==> config.mk <==
export PLATFORM = sky130hd
export DESIGN_NAME = jtag_ir_decoder
export DESIGN_NICKNAME = d
export VERILOG_FILES = /design/src/rtl/jtag_ir_decoder.sv
export SDC_FILE = /design/constraint.sdc
export NUM_CORES = 1
export LEC_CHECK = 0
export ABC_CLOCK_PERIOD_IN_PS = 1270
export CORE_MARGIN = 5
export CORE_UTILIZATION = 40
export CTS_CLUSTER_SIZE = 12
export DETAILED_ROUTE_END_ITERATION = 10
export PLACE_DENSITY_LB_ADDON = 0.15
export SLEW_MARGIN = 20
export SYNTH_ARGS = -nofsm -noshare
export SYNTH_HDL_FRONTEND = slang
export SYNTH_SLANG_ARGS = --single-unit
==> constraint.sdc <==
create_clock -name clock -period 1.27 [get_ports clock]
set_input_delay 0.381 -clock clock [delete_from_list [all_inputs] [get_ports clock]]
set_output_delay 0.381 -clock clock [all_outputs]
set_load 0.02 [all_outputs]
==> src/rtl/jtag_ir_decoder.sv <==
// JTAG instruction register: capture/shift/update stages, shift-length checker
// and one-hot decode of the committed instruction into data-register selects.
module jtag_ir_decoder #(
  parameter int                  IR_WIDTH   = 4,
  parameter logic [IR_WIDTH-1:0] IDCODE_OP  = 4'b0010,
  parameter logic [IR_WIDTH-1:0] SAMPLE_OP  = 4'b0001,
  parameter logic [IR_WIDTH-1:0] USER_BASE  = 4'b1000,
  parameter int                  NUM_USER   = 2,
  parameter bit                  HAS_IDCODE = 1'b1
) (
  input  logic                clock,
  input  logic                reset,
  input  logic                tlr,
  input  logic                capture_ir,
  input  logic                shift_ir,
  input  logic                update_ir,
  input  logic                tdi,
  input  logic [IR_WIDTH-3:0] status_i,
  output logic                tdo,
  output logic                tdo_en,
  output logic [IR_WIDTH-1:0] instr,
  output logic                sel_bypass,
  output logic                sel_extest,
  output logic                sel_idcode,
  output logic                sel_sample,
  output logic [NUM_USER-1:0] sel_user,
  output logic                len_err
);

  localparam int                  CW          = $clog2(IR_WIDTH + 2);
  localparam int                  UW          = IR_WIDTH + 1;
  localparam logic [CW-1:0]       CNT_MAX     = CW'(IR_WIDTH + 1);
  localparam logic [CW-1:0]       CNT_FULL    = CW'(IR_WIDTH);
  localparam logic [IR_WIDTH-1:0] ALL_ONES    = {IR_WIDTH{1'b1}};
  localparam logic [IR_WIDTH-1:0] RESET_INSTR = HAS_IDCODE ? IDCODE_OP : ALL_ONES;
  localparam logic [IR_WIDTH-1:0] RESET_SHIFT = IR_WIDTH'(1);

  logic [IR_WIDTH-1:0] shift_reg;
  logic [CW-1:0]       shift_cnt;
  logic [NUM_USER-1:0] user_hit;

  always_ff @(posedge clock or posedge reset) begin
    if (reset) begin
      shift_reg <= RESET_SHIFT;
      instr     <= RESET_INSTR;
      shift_cnt <= '0;
      len_err   <= 1'b0;
    end else if (tlr) begin
      shift_reg <= RESET_SHIFT;
      instr     <= RESET_INSTR;
      shift_cnt <= '0;
      len_err   <= 1'b0;
    end else begin
      if (capture_ir) begin
        shift_reg <= {status_i, 2'b01};
        shift_cnt <= '0;
      end else if (shift_ir) begin
        shift_reg <= {tdi, shift_reg[IR_WIDTH-1:1]};
        if (shift_cnt != CNT_MAX)
          shift_cnt <= shift_cnt + 1'b1;
      end
      // update samples the pre-edge register, so it composes with capture/shift
      if (update_ir) begin
        instr   <= shift_reg;
        len_err <= (shift_cnt != CNT_FULL);
      end else begin
        len_err <= 1'b0;
      end
    end
  end

  // widened compare so USER_BASE+k never wraps onto a low opcode
  always_comb begin
    user_hit = '0;
    for (int k = 0; k < NUM_USER; k++) begin
      if ({1'b0, instr} == ({1'b0, USER_BASE} + UW'(k)))
        user_hit[k] = 1'b1;
    end
  end

  always_comb begin
    sel_bypass = 1'b0;
    sel_extest = 1'b0;
    sel_idcode = 1'b0;
    sel_sample = 1'b0;
    sel_user   = '0;
    if (instr == ALL_ONES)
      sel_bypass = 1'b1;
    else if (instr == '0)
      sel_extest = 1'b1;
    else if (HAS_IDCODE && (instr == IDCODE_OP))
      sel_idcode = 1'b1;
    else if (instr == SAMPLE_OP)
      sel_sample = 1'b1;
    else if (user_hit != '0)
      sel_user = user_hit;
    else
      sel_bypass = 1'b1;
  end

  assign tdo    = shift_reg[0];
  assign tdo_en = shift_ir;

endmodule

==> results_dict.tcl, run 1 <==
set metrics [dict create \
    outcome "finished with violations" \
    violations "negative setup slack" \
    cts.sinks 12 \
    num_vias 583 \
    overflow 0 \
    crit_slowest_cell "dfrtp_2" \
    r2r_cells 4 \
    async_flop_share 1.000 \
    cap_violations 0 \
    critPathCaptureType "output port" \
    critPathKind "flip-flop to output port" \
    drt_iter0_markers 4 \
    yosysWarnings 0 \
    design_area_mm2 0.001150 \
    syn_area_per_cell_um2 10.75 \
    grt_pass1_vias 610 \
    diodes 0 \
    track_usage 0.1297 \
    dieWidth_um 51.48 \
    synth_top_area_share 0.3636 \
    path_clk_slew_ps 80 \
    vdd_drop_max_v 0.0005315 \
    ys_dominant_reg_cell "dfrtp_1" \
    layout_setup_ws_ps -344.0 \
    max_freq_mhz 619.6 \
    place_area_mm2 0.001050 \
    max-slew-margin-rel 0.8450 \
    hp-class "input port to async pin" \
    hpwl_mm 1.086 \
    synthCells 64 \
    start_util 0.4074 \
    synth.most_common_cell "dfrtp_1" \
    drt-total-wl_mm 1.461 \
    root_buffer "clkbuf_4" \
    vias_per_cell 4.899 \
    cts_tree "built" \
    max_slew.worst_pin.slew_ps 230.4 \
    ios 22 \
    rows 15 \
    max_stage_delay_ps 500 \
    dieHeight_um 51.48 \
    yosysTopAreaCell "dfrtp_1" \
    portBuffers 21 \
    p_per_area_mw_per_mm2 828.9 \
    p_leak_nw 0.5459 \
    synth-seq-cells 12 \
    drtAntennaViolNets 0 \
    arrival_ps 1230 \
    cts_max_level 1 \
    drive_gt1_frac 0.5196 \
    first_pass_iters 4 \
    insertion_delay_ps 270 \
    cp.required_ps 890 \
    netlist_area_um2 688.2 \
    reg2reg_slack_ps 30 \
    drc 0 \
    grt_start_max_net_pins 13 \
    ys_seq_area_frac 0.4400 \
    crit_fanout 7 \
    final_util 0.6807 \
    post-route-period-util 1.271 \
    synth.distinct_cells 25 \
    clock_skew_ps 2.082 \
    gp_congestion 0.7649 \
    syn_nets 76 \
    ctsHoldBuffers 0 \
    dieArea_mm2 0.002650 \
    crit_chain "nor4_4 -> buf_4" \
    synth_commonest_cells "dfrtp_1 (10), mux2i_1 (7), inv_1 (5), nor2_1 (5), nor3_1 (4)" \
    grt_setup_unrepaired "yes" \
    report.final.slew_viol_count 0 \
    grt_pass1_wl_mm 2.532 \
    numCtsBuffers 3 \
    min_period_ps 1614 \
    drt-wirelength-per-cell_um 12.28 \
    yosys-top-cells-area "dfrtp_1 (36%), mux2i_1 (10%), dfstp_2 (7.6%)" \
    clk_path_buf_depth 2 \
    area_growth_pct 67.09 \
    antenna_found_initial 0 \
    core_area_mm2 0.001689 \
    hold_viol 0 \
    worstSetupStartpointType "flip-flop" \
    fillers 133 \
    nets 115 \
    setup-violations-final 11 \
    synth_edf_count 0 \
]
[cell type report]
type / count / area [um2] / area share
Multi-Input combinational cell: 42 / 420.4 / 0.3656
Timing Repair Buffer: 39 / 355.3 / 0.3090
Sequential cell: 12 / 307.8 / 0.2677
Clock buffer: 4 / 26.28 / 0.02285
Tap cell: 17 / 21.27 / 0.01850
Inverter: 5 / 18.77 / 0.01632
[per-layer routing]
| metal | track usage | vias to the layer above | routed length (um) |
|---|---|---|---|
| met3 | 0.02915 | 2 | 74 |
| met5 | 0 | - | 0 |
| met2 | 0.2203 | 17 | 719 |
| met4 | 0.06550 | 0 | 18 |
| li1 | - | 298 | - |
| met1 | 0.1515 | 266 | 649 |
[where the power goes]
group | switching [mW] | internal [mW]
clock network | 0.127 | 0.122
registers | 0.0276 | 0.404
logic | 0.116 | 0.156
total | 0.271 | 0.682
[per-stage QoR]
stage	instances	TNS, ps	total power, mW	setup slack, ps	hold WS, ps
global placement	109	-6856	0.6813	-566.3	512.0
finish	119	-2402	0.9531	-344.0	395.9
floorplan	64	-395.9	0.5695	-131.9	244.1
detailed placement	109	-7024	0.6844	-569.3	514.6
CTS	119	-2681	0.9591	-361.7	404.6
global route	119	-2929	0.9970	-386.3	426.1
[worst paths after layout]
| path | endpoint | startpoint |
|---|---|---|
| worst max-delay path | sel_extest | instr[3]$_DFFE_PP0P_ |
| worst max register to register | shift_cnt[1]$_DFFE_PP0P_ | shift_cnt[1]$_DFFE_PP0P_ |
| worst min-delay path | len_err$_DFF_PP0_ | reset |
| max in group asynchronous | shift_reg[0]$_DFFE_PP1P_ | reset |
| worst min register to register | shift_reg[0]$_DFFE_PP1P_ | shift_reg[1]$_DFFE_PP0P_ |
| min in group clock | shift_reg[0]$_DFFE_PP1P_ | shift_reg[1]$_DFFE_PP0P_ |
[kinds of logic (layout without fill, tap and decap cells)]
group	count (synthesis)	count (layout)	synth area share
and+or+nand+nor	23	23	0.1964
DFF	12	12	0.4400
buffers and inverters	10	48	0.07636
muxes	9	9	0.1455
AOI/OAI and AO/OA	7	7	0.08726
adders and majority gates	3	3	0.05455
[critical path: cells and delay by family, from the launching register on]
family,cells,cell delay (ps)
DFF,1,500
and+or+nand+nor,1,290
buffers and inverters,1,180
[timing repair]
| action | in CTS | in global routing |
|---|---|---|
| resized for setup | 76 | 8 |
| setup buffers | 6 | 1 |
| pin swaps | 0 | 4 |
| setup endpoints to repair | 15 | 14 |
[cell usage in the layout (no fill, tap or decap), types with 3 or more instances in the layout]
master	instances
buf_4	16
buf_6	13
mux2i_1	7
clkdlybuf4s50_1	7
dfrtp_1	6
nor2_1	4
inv_1	4
dfrtp_2	4
nor3b_1	3
a211oi_1	3
clkbuf_4	3
Power figures use the tool's default switching activity.
==> inputs of run 2 (changes only) <==
Settings changed: CORE_UTILIZATION 40 to 42, CTS_BUF_LIST set to sky130_fd_sc_hd__clkbuf_4 sky130_fd_sc_hd__clkbuf_8.
==> results_dict.tcl, run 2 (synthesis results as in run 1) <==
set metrics [dict create \
    outcome "finished with violations" \
    violations "negative setup slack" \
    finalNonFillerCells 119 \
    rows 14 \
    crit_chain "buf_12 -> nor4b_4 -> buf_4" \
    root_buffer "clkbuf_4" \
    r2r_end "shift_cnt[0]$_DFFE_PP0P_" \
    max_stage_delay_ps 430 \
    post-route-period-util 1.296 \
    vias_per_cell 5.151 \
    p_seq_frac 0.417 \
    final_util 0.7685 \
    dieHeight_um 50.48 \
    drc 0 \
    area_growth_pct 70.18 \
    grt_pass1_wl_mm 2.925 \
    worstSetupStartpointType "flip-flop" \
    start_util 0.4516 \
    setup-violations-final 11 \
    core_area_mm2 0.001524 \
    dieArea_mm2 0.002548 \
    drt_iter0_markers 2 \
    cap_violations 0 \
    drive_gt1_frac 0.5243 \
    crit_slowest_cell "dfrtp_2" \
    max-slew-margin-rel 0.8011 \
    insertion_delay_ps 280 \
    fillers 103 \
    min_period_ps 1645 \
    antenna_found_initial 0 \
    critPathKind "flip-flop to output port" \
    gp_congestion 0.6664 \
    crit_end "sel_idcode" \
    multi_input_area_um2 410.4 \
    clk_path_buf_depth 2 \
    p_sw_mw 0.2837 \
    drt-wirelength-per-cell_um 14.24 \
    hpwl_mm 1.235 \
    numCtsBuffers 3 \
    grt_pass1_vias 679 \
    cts_tree "built" \
    overflow 0 \
    crit_fanout 5 \
    layout_commonest_cell "buf_4" \
    nets 116 \
    max_freq_mhz 607.7 \
    track_usage 0.1487 \
    cp.required_ps 890 \
    cts.sinks 12 \
    path_clk_slew_ps 80 \
    reg2reg_slack_ps 50 \
    p_per_area_mw_per_mm2 875.1 \
    grt_start_max_net_pins 13 \
    drt-total-wl_mm 1.695 \
    layout.area.seq_um2 306.5 \
    report.final.slew_viol_count 0 \
    ios 22 \
    layout_setup_ws_ps -375.4 \
    max_slew.worst_pin.slew_ps 297.4 \
    final.setup.tns_ps -2744 \
    vdd_drop_max_v 0.0006113 \
    design_area_mm2 0.001171 \
    portBuffers 21 \
    diodes 0 \
    dpl.cell_count 108 \
    arrival_ps 1260 \
    cts_max_level 1 \
    hp-class "input port to async pin" \
    p_comb_frac 0.283 \
    dieWidth_um 50.48 \
    first_pass_iters 3 \
    p_sw_frac 0.2768 \
    final_cell_mix "buf_4 (15), buf_6 (14), mux2i_1 (7), clkdlybuf4s50_1 (7), dfrtp_1 (7)" \
    clockPowerShare 0.300 \
    num_vias 613 \
    drtAntennaViolNets 0 \
    place_area_mm2 0.001049 \
    p_leak_nw 0.5614 \
    internal_power_mw 0.7411 \
    hold_viol 0 \
    r2r_cells 3 \
    cp-startpoint "instr[0]$_DFFE_PP0P_" \
    clock_skew_ps 9.952 \
    r2r_start "shift_cnt[0]$_DFFE_PP0P_" \
    critPathCaptureType "output port" \
    grt_setup_unrepaired "yes" \
]
## run 2: what timing repair did
action,4_1_cts,5_1_grt
hold buffers,0,0
setup buffers,5,2
pin swaps,2,2
setup endpoints to repair,15,12
gates resized for setup,78,4
## run 2: layout make-up
class	count	share of cell area
clock buffers	4	0.03098
inverters	5	0.01603
multi-input cells	42	0.3504
flip-flops and latches	12	0.2618
well taps	16	0.01709
repair buffers	40	0.3237
## run 2: metal layers
layer | wire length [um] | GRT usage | vias to the layer above
met3 | 124 | 0.03846 | 6
met2 | 884 | 0.2769 | 22
li1 | - | - | 298
met1 | 633 | 0.1436 | 287
met4 | 53 | 0.08511 | 0
met5 | 0 | 0 | -
## run 2: power by group through the flow
stage / clock network [mW] / logic, mW / registers (mW)
CTS: 0.312 / 0.280 / 0.428
global route: 0.328 / 0.312 / 0.431
detailed placement: 0 / 0.248 / 0.441
global placement: 0 / 0.242 / 0.440
floorplan: 0 / 0.116 / 0.454
finish: 0.307 / 0.290 / 0.427
## run 2: how the worst min path moves through the flow
stage | from | end | slack, ps | cells after the start
after floorplan | reset | len_err$_DFF_PP0_ | 240 | 1
after global placement | shift_reg[1]$_DFFE_PP0P_ | shift_reg[0]$_DFFE_PP1P_ | 510 | 2
after detailed placement | shift_reg[1]$_DFFE_PP0P_ | shift_reg[0]$_DFFE_PP1P_ | 520 | 2
after CTS | reset | len_err$_DFF_PP0_ | 380 | 3
after global routing | reset | len_err$_DFF_PP0_ | 400 | 3
final | reset | len_err$_DFF_PP0_ | 380 | 3
## run 2: per-stage QoR
step / power, mW / hold slack (ps) / worst slack, ps
after detailed placement: 0.6883 / 522.2 / -578.2
final: 1.025 / 377.3 / -375.4
after floorplan: 0.5695 / 244.1 / -131.9
after CTS: 1.020 / 379.4 / -378.0
after global placement: 0.6816 / 509.1 / -568.3
after global routing: 1.072 / 397.9 / -411.4
## run 2: critical path, delay by kind of cell (launching register included)
family                 cells  cell delay, ps
flip-flops                 1             430
AND/OR/NAND/NOR            1             230
buffers and inverters      2             310
==> inputs of run 3 (changes only) <==
Settings changed: SKIP_LAST_GASP set to 1.
==> results_dict.tcl, run 3 (synthesis results as in run 1) <==
set metrics [dict create \
    r2r_end "shift_cnt[0]$_DFFE_PP0P_" \
    place_ws_ps -578.2 \
    vdd_drop_max_v 0.0006113 \
    cap_violations 0 \
    dieWidth_um 50.48 \
    root_buffer "clkbuf_4" \
    drive_gt1_frac 0.5243 \
    clk_path_buf_depth 2 \
    r2r_cells 3 \
    ctsHoldBuffers 0 \
    vias_per_cell 5.151 \
    final_cell_mix "buf_4 (15), buf_6 (14), mux2i_1 (7), clkdlybuf4s50_1 (7), dfrtp_1 (7)" \
    p_total_mw 1.025 \
    grt_pass1_wl_mm 2.918 \
    critPathKind "flip-flop to output port" \
    cts.sinks 12 \
    place_area_mm2 0.001049 \
    hpwl_mm 1.235 \
    diodes 0 \
    drt-total-wl_mm 1.695 \
    worstSetupStartpointType "flip-flop" \
    core_area_mm2 0.001524 \
    numCtsBuffers 3 \
    dieArea_mm2 0.002548 \
    p_leak_nw 0.5614 \
    drt_iter0_markers 2 \
    nets 116 \
    drt-wirelength-per-cell_um 14.24 \
    violations "negative setup slack" \
    cp.required_ps 890 \
    first_pass_iters 3 \
    max-slew-margin-rel 0.8011 \
    reg2reg_slack_ps 50 \
    drc 0 \
    track_usage 0.1481 \
    insertion_delay_ps 280 \
    hp-class "input port to async pin" \
    arrival_ps 1260 \
    num_vias 613 \
    p_per_area_mw_per_mm2 875.1 \
    dieHeight_um 50.48 \
    r2r_start "shift_cnt[0]$_DFFE_PP0P_" \
    min_period_ps 1645 \
    max_slew.worst_pin.slew_ps 297.4 \
    multi_input_area_um2 410.4 \
    crit_fanout 5 \
    hold_viol 0 \
    layout.area.seq_um2 306.5 \
    cts_max_level 1 \
    area_growth_pct 70.18 \
    cp-startpoint "instr[0]$_DFFE_PP0P_" \
    max_freq_mhz 607.7 \
    gp_congestion 0.6664 \
    drtAntennaViolNets 0 \
    post-route-period-util 1.296 \
    cts_tree "built" \
    grt_setup_unrepaired "yes" \
    clock_skew_ps 9.952 \
    portBuffers 21 \
    ios 22 \
    critPathCaptureType "output port" \
    rows 14 \
    fillers 103 \
    grt_pass1_vias 678 \
    report.final.slew_viol_count 0 \
    design_area_mm2 0.001171 \
    layout_commonest_cell "buf_4" \
    path_clk_slew_ps 80 \
    grt_start_max_net_pins 13 \
    outcome "finished with violations" \
    start_util 0.4516 \
    layout_setup_ws_ps -375.4 \
    overflow 0 \
    setup-violations-final 11 \
    antenna_found_initial 0 \
]
run 3: cell counts in the layout (fill, tap and decap cells not counted):
Identical to the previous run, type by type.
run 3: how the worst max path moves through the flow:
stage | to | slack (ps) | cells after the start
after floorplan | sel_idcode | -130 | 1
after global placement | tdo_en | -570 | 2
after detailed placement | tdo_en | -580 | 2
after CTS | sel_idcode | -380 | 3
after global routing | sel_idcode | -410 | 2
final | sel_idcode | -380 | 3
run 3: layout make-up:
cell class / instances / share of cell area
clock buffer: 4 / 0.03098
inverter: 5 / 0.01603
multi-input combinational: 42 / 0.3504
sequential: 12 / 0.2618
tap: 16 / 0.01709
timing repair buffer: 40 / 0.3237
run 3: stage by stage:
stage / TNS, ps / util / hold WS [ps] / cells
after global routing: -3187 / 0.7685 / 397.9 / 119
final: -2744 / 0.7685 / 377.3 / 119
after detailed placement: -7473 / 0.6880 / 522.2 / 108
after global placement: -7027 / 0.6880 / 509.1 / 108
after CTS: -2772 / 0.7496 / 379.4 / 117
after floorplan: -395.9 / - / 244.1 / 64
run 3: power breakdown:
part | internal (mW) | switching (mW)
sequential | 0.404 | 0.0234
clock | 0.175 | 0.133
combinational | 0.162 | 0.128
run 3: layer usage:
| metal | wire length [um] | vias up | track usage |
|---|---|---|---|
| met1 | 633 | 287 | 0.1455 |
| met4 | 53 | 0 | 0.08511 |
| met3 | 124 | 6 | 0.03846 |
| met2 | 884 | 22 | 0.2727 |
| li1 | - | 298 | - |
| met5 | 0 | - | 0 |
run 3: timing repair:
item                                    4_1_cts  5_1_grt
setup buffers                                 5        2
pin swaps                                     1        3
endpoints found under the setup margin       15       12
gates resized for setup                      76        6
run 3: critical path, cell delays in order (launching register included):
cell and delay (ps):
dfrtp_2 430, buf_12 140, nor4b_4 230, buf_4 170
